==> config.mk <==
export PLATFORM = sky130hd
export DESIGN_NAME = hazard_ctrl_param
export DESIGN_NICKNAME = d
export VERILOG_FILES = /design/src/rtl/hazard_pkg.sv /design/src/rtl/hazard_ctrl_param_fwd_unit.sv /design/src/rtl/hazard_ctrl_param.sv
export SDC_FILE = /design/constraint.sdc
export NUM_CORES = 1
export LEC_CHECK = 0
export CORE_UTILIZATION = 38
export CTS_BUF_LIST = sky130_fd_sc_hd__clkbuf_16
export DETAILED_ROUTE_END_ITERATION = 10
export PLACE_DENSITY = 0.88
export SYNTH_ARGS = -nofsm -noshare
export SYNTH_HDL_FRONTEND = slang
export SYNTH_HIERARCHICAL = 1
export SYNTH_SLANG_ARGS = --single-unit
==> constraint.sdc <==
create_clock -name clk -period 4.15 [get_ports clk]
set_input_delay 1.245 -clock clk [delete_from_list [all_inputs] [get_ports clk]]
set_output_delay 1.245 -clock clk [all_outputs]
set_load 0.01 [all_outputs]
==> src/rtl/hazard_pkg.sv <==
// hazard_pkg: shared encodings for the hazard controller and its forwarding unit
package hazard_pkg;

    typedef enum logic [1:0] {
        RUN    = 2'd0,
        LSTALL = 2'd1,
        DRAIN  = 2'd2
    } state_e;

    localparam logic [5:0] OP_JAL   = 6'b000011;
    localparam logic [5:0] OP_RTYPE = 6'b000000;
    localparam logic [5:0] FN_JALR  = 6'b001001;

    localparam logic [1:0] FWD_RF    = 2'd0;
    localparam logic [1:0] FWD_EXMEM = 2'd1;
    localparam logic [1:0] FWD_MEMWB = 2'd2;

    function automatic logic is_link(input logic [5:0] opcode, input logic [5:0] funct);
        return (opcode == OP_JAL) || (opcode == OP_RTYPE && funct == FN_JALR);
    endfunction

endpackage

==> src/rtl/hazard_ctrl_param_fwd_unit.sv <==
// fwd_unit: EX operand forwarding selects; MEM beats WB, $zero never forwards
module fwd_unit
    import hazard_pkg::*;
#(
    parameter int REG_AW = 5
) (
    input  logic [REG_AW-1:0] ex_rs,
    input  logic [REG_AW-1:0] ex_rt,
    input  logic [REG_AW-1:0] mem_rd,
    input  logic [REG_AW-1:0] wb_rd,
    input  logic              wr_en_mem,
    input  logic              wr_en_wb,
    output logic [1:0]        fwd_a_sel,
    output logic [1:0]        fwd_b_sel
);

    logic mem_ok;
    logic wb_ok;

    assign mem_ok = wr_en_mem && (mem_rd != '0);
    assign wb_ok  = wr_en_wb && (wb_rd != '0);

    assign fwd_a_sel = (mem_ok && mem_rd == ex_rs) ? FWD_EXMEM :
                       (wb_ok && wb_rd == ex_rs)   ? FWD_MEMWB : FWD_RF;
    assign fwd_b_sel = (mem_ok && mem_rd == ex_rt) ? FWD_EXMEM :
                       (wb_ok && wb_rd == ex_rt)   ? FWD_MEMWB : FWD_RF;

endmodule

==> src/rtl/hazard_ctrl_param.sv <==
// hazard_ctrl_param: load-use / link-drain stall FSM, branch flush and stall counter
// for the 5-stage MIPS pipeline; forwarding selects come from fwd_unit.
module hazard_ctrl_param
    import hazard_pkg::*;
#(
    parameter int REG_AW   = 5,
    parameter int LOAD_LAT = 1,
    parameter int CNT_W    = 16
) (
    input  logic              clk,
    input  logic              rst_n,
    input  logic [31:0]       id_instr,
    input  logic [REG_AW-1:0] id_rs,
    input  logic [REG_AW-1:0] id_rt,
    input  logic              id_use_rs,
    input  logic              id_use_rt,
    input  logic [REG_AW-1:0] ex_rd,
    input  logic              ex_is_load,
    input  logic [REG_AW-1:0] ex_rs,
    input  logic [REG_AW-1:0] ex_rt,
    input  logic              wr_en_ex,
    input  logic              wr_en_mem,
    input  logic              wr_en_wb,
    input  logic [REG_AW-1:0] mem_rd,
    input  logic [REG_AW-1:0] wb_rd,
    input  logic              branch_taken,
    input  logic              cnt_clr,
    output logic              pc_en,
    output logic              if_id_en,
    output logic              ctrl_en,
    output logic              if_id_flush,
    output logic [1:0]        fwd_a_sel,
    output logic [1:0]        fwd_b_sel,
    output logic [CNT_W-1:0]  stall_cycles,
    output logic [1:0]        state_o
);

    state_e           state_q, state_d;
    logic [2:0]       bub_q, bub_d;
    logic [CNT_W-1:0] cnt_q, cnt_d;
    logic             live_q;
    logic             load_hz;
    logic             link_id;
    logic             wr_pend;
    logic             stall;
    logic             flush;
    logic             unused_instr;

    assign unused_instr = ^id_instr[25:6];

    assign load_hz = ex_is_load && wr_en_ex && (ex_rd != '0) &&
                     ((id_use_rs && id_rs == ex_rd) || (id_use_rt && id_rt == ex_rd));
    assign link_id = is_link(id_instr[31:26], id_instr[5:0]);
    assign wr_pend = wr_en_ex || wr_en_mem || wr_en_wb;

    // live_q holds the outputs at their idle values through reset and the release cycle
    always_comb begin
        state_d = state_q;
        bub_d   = bub_q;
        stall   = 1'b0;
        flush   = 1'b0;
        if (!live_q) begin
            state_d = RUN;
        end else if (branch_taken) begin
            flush   = 1'b1;
            state_d = RUN;
            bub_d   = '0;
        end else begin
            case (state_q)
                RUN: begin
                    if (load_hz) begin
                        stall   = 1'b1;
                        bub_d   = 3'(LOAD_LAT - 1);
                        state_d = (LOAD_LAT > 1) ? LSTALL : RUN;
                    end else if (link_id && wr_pend) begin
                        stall   = 1'b1;
                        state_d = DRAIN;
                    end
                end
                LSTALL: begin
                    stall   = 1'b1;
                    bub_d   = bub_q - 3'd1;
                    state_d = (bub_q <= 3'd1) ? RUN : LSTALL;
                end
                DRAIN: begin
                    stall   = wr_pend;
                    state_d = wr_pend ? DRAIN : RUN;
                end
                default: state_d = RUN;
            endcase
        end
    end

    assign cnt_d = cnt_clr            ? '0 :
                   (stall && ~&cnt_q) ? cnt_q + CNT_W'(1) : cnt_q;

    always_ff @(posedge clk or negedge rst_n) begin
        if (!rst_n) begin
            state_q <= RUN;
            bub_q   <= '0;
            cnt_q   <= '0;
            live_q  <= 1'b0;
        end else begin
            state_q <= state_d;
            bub_q   <= bub_d;
            cnt_q   <= cnt_d;
            live_q  <= 1'b1;
        end
    end

    assign pc_en        = ~stall;
    assign if_id_en     = ~stall;
    assign ctrl_en      = ~stall & ~flush;
    assign if_id_flush  = flush;
    assign stall_cycles = cnt_q;
    assign state_o      = state_q;

    fwd_unit #(.REG_AW(REG_AW)) u_fwd (
        .ex_rs     (ex_rs),
        .ex_rt     (ex_rt),
        .mem_rd    (mem_rd),
        .wb_rd     (wb_rd),
        .wr_en_mem (wr_en_mem),
        .wr_en_wb  (wr_en_wb),
        .fwd_a_sel (fwd_a_sel),
        .fwd_b_sel (fwd_b_sel)
    );

endmodule
==> out/metrics.cfg <==
[outcome]
outcome = completed

[synth]
synth_cell_type_count = 48
async_flop_share_pct = 100
synth_edf_count = 0
synth_area_leader_cell = dfrtp_1
ys.flop_type = dfrtp_1
synth_top_area_share_pct = 31.5
syn-cell-area_mm2 = 0.00175
syn_area_per_cell_um2 = 8.83
synth_area_leaders = dfrtp_1 31%, xnor2_1 13%, o31ai_1 5.6%, or4_1 5.6%, a21oi_1 4.9%
syn_nets = 277
synth_warnings = 6
syn_inst = 198
synth-seq-cells = 22
yosysSeqAreaShare_pct = 31.5

[sta]
max_freq_ghz = 0.241
finalSetupTns_ns = 0
rsz0062_at_grt = yes
hold_ws_ns = 0.495
finalHoldViolations = 0
slew_headroom_pct = 32.6
clock_skew_ns = 0.00322
setup_viol = 0
period_share_pct = 99.9
slew_viol_final = 0
layout_min_cycle_time_ns = 4.15
tightest_slew_ns = 1.01

[global_route]
grt_antenna_before_repair = 0
grt_use_total_pct = 24.9
grt_pass1_wl_um = 9700
grt_max_degree = 23
grt_pass1_vias = 2273
globalRoute.totalOverflow = 0

[floorplan]
initial_core_util_pct = 39.9
die_h_um = 69.8
core_area_mm2 = 0.00438
dieArea_mm2 = 0.00488
rows = 24
dieWidth_um = 69.8
io_pins = 103

[clocking]
clkSlewWorstSetupHoldPaths_ns = 0.05
cts_buffers = 3
cts_tree = built
clockRootBuffer = clkbuf_16
cts_hold_buffers = 0
clk_latency_ns = 0.25
htreeDepth = 1
numClockSinks = 22
clockBufferDepth = 2

[power]
power_w = 0.000601
leakage_nw = 1.30
vdd_drop_max_mv = 0.138
p_per_area_mw_per_mm2 = 190

[final_layout]
layout.nets = 411
instances_no_fill = 382
layout_commonest_cell = clkdlybuf4s50_1
diodes = 0
fill_cells = 302
post-route-util_pct = 72.2
syn_to_final_growth_pct = 80.9
final_cell_mix = 62 x clkdlybuf4s50_1, 54 x buf_4, 25 x xnor2_1
drive_above_1_share_pct = 24.2

[routing]
route.detailed.drc = 0
initialDrtViolationCount = 196
wire_per_inst_um = 16.4
drtAntennaViolNets = 0
wirelength_um = 6260
drt-pass1-iter-count = 4
viasPerCell = 5.69
dr_total_vias = 2173

[worst_setup_path]
path_class = input port to primary output
critPathMaxFanout = 2
crit_required_ns = 2.90
end_kind = primary output
crit_arrival_ns = 2.90
critPathLaunchType = input port

[placed_design]
hpwl_um = 4500
gp_routability_congestion = 0.831
portBuffers = 82
dp.cells = 366

[flow_run]
maxCapViolCount = 0

[min_path]
hp-class = register to register

critical path: stages:
cell and delay, ns:
clkdlybuf4s50_1 0.42, or4_4 0.56, o21ai_4 0.18, nor4_2 0.09, buf_4 0.14, dlygate4sd2_1 0.27
metal layers:
metal | track usage, % | vias up | part of all wire (%)
met2 | 48.6 | 95 | 55
met1 | 25.0 | 1039 | 35
met3 | 4.51 | 20 | 5.8
li1 | - | 1019 | -
met4 | 11.6 | 0 | 3.5
met5 | 0 | - | 0
timing repair:
action                     CTS  global route
setup buffers               12             2
pin swaps                    9            13
setup endpoints to repair    7             7
resized for setup           30            17
path summary, 6_finish.rpt:
| kind | startpoint | end | slack, ns | cells after the start |
|---|---|---|---|---|
| max | mem_rd[4] | fwd_a_sel[0] | 0.003 | 6 |
| min | bub_q[2]$_DFFE_PN0P_ | bub_q[2]$_DFFE_PN0P_ | 0.50 | 1 |
| max reg2reg | live_q$_DFF_PN0_ | stall_cycles[12]$_DFFE_PN0P_ | 1.81 | 7 |
| min reg2reg | bub_q[2]$_DFFE_PN0P_ | bub_q[2]$_DFFE_PN0P_ | 0.50 | 1 |
| max in group asynchronous | rst_n | stall_cycles[13]$_DFFE_PN0P_ | 1.99 | 1 |
| min in group asynchronous | rst_n | stall_cycles[4]$_DFFE_PN0P_ | 1.55 | 1 |
state kept, by name, summed over array words and instances (netlist names):
register / cells
bub_q: 3
live_q: 1
stall_cycles: 16
state_o: 2
cell families (layout without fill, tap and decap cells):
logic type	after synthesis	in the layout	synth area share [%]
adder cells (fa/ha/maj)	2	2	1.43
AND/OR/NAND/NOR	75	75	26.1
XOR/XNOR	30	30	15.0
AO/OA/AOI/OAI	51	51	20.2
multiplexers	2	2	1.29
flip-flops	22	22	31.5
other	1	1	0.214
buffers and inverters	15	147	4.29
layout make-up:
type	instances	area [um^2]	share of cell area, %
Clock buffer	3	75.1	2.37
Inverter	8	32.5	1.03
Multi-Input combinational cell	161	1220	38.5
Sequential cell	22	551	17.4
Tap cell	52	65.1	2.06
Timing Repair Buffer	136	1220	38.6
metrics by stage:
step                      setup WS (ns)  cell area (um^2)
final                           0.00256              3160
after global routing            -0.0383              3160
after CTS                      -0.00704              3080
after detailed placement         -0.440              2900
after global placement           -0.413              2900
after floorplan                   0.154              1750
power breakdown:
part / switching, W / internal (W) / total, W
Sequential: 0.00000443 / 0.000219 / 0.000223
Combinational: 0.0000739 / 0.000107 / 0.000181
Clock: 0.0000700 / 0.000127 / 0.000197
Yosys cell counts (3+ instances only):
library cell and count:
xor2_1 4, nand4_1 7, o31ai_1 13, or4_1 13, o21ai_0 4, xnor2_1 26
and4_1 3, a21oi_1 17, nand3_1 10, inv_1 7, nor2_1 11, and3_1 4
nand2_1 8, nor4_1 4, dfrtp_1 22, nor2b_1 4, a31oi_1 3
Note: power is estimated with default switching activity, not from simulation.
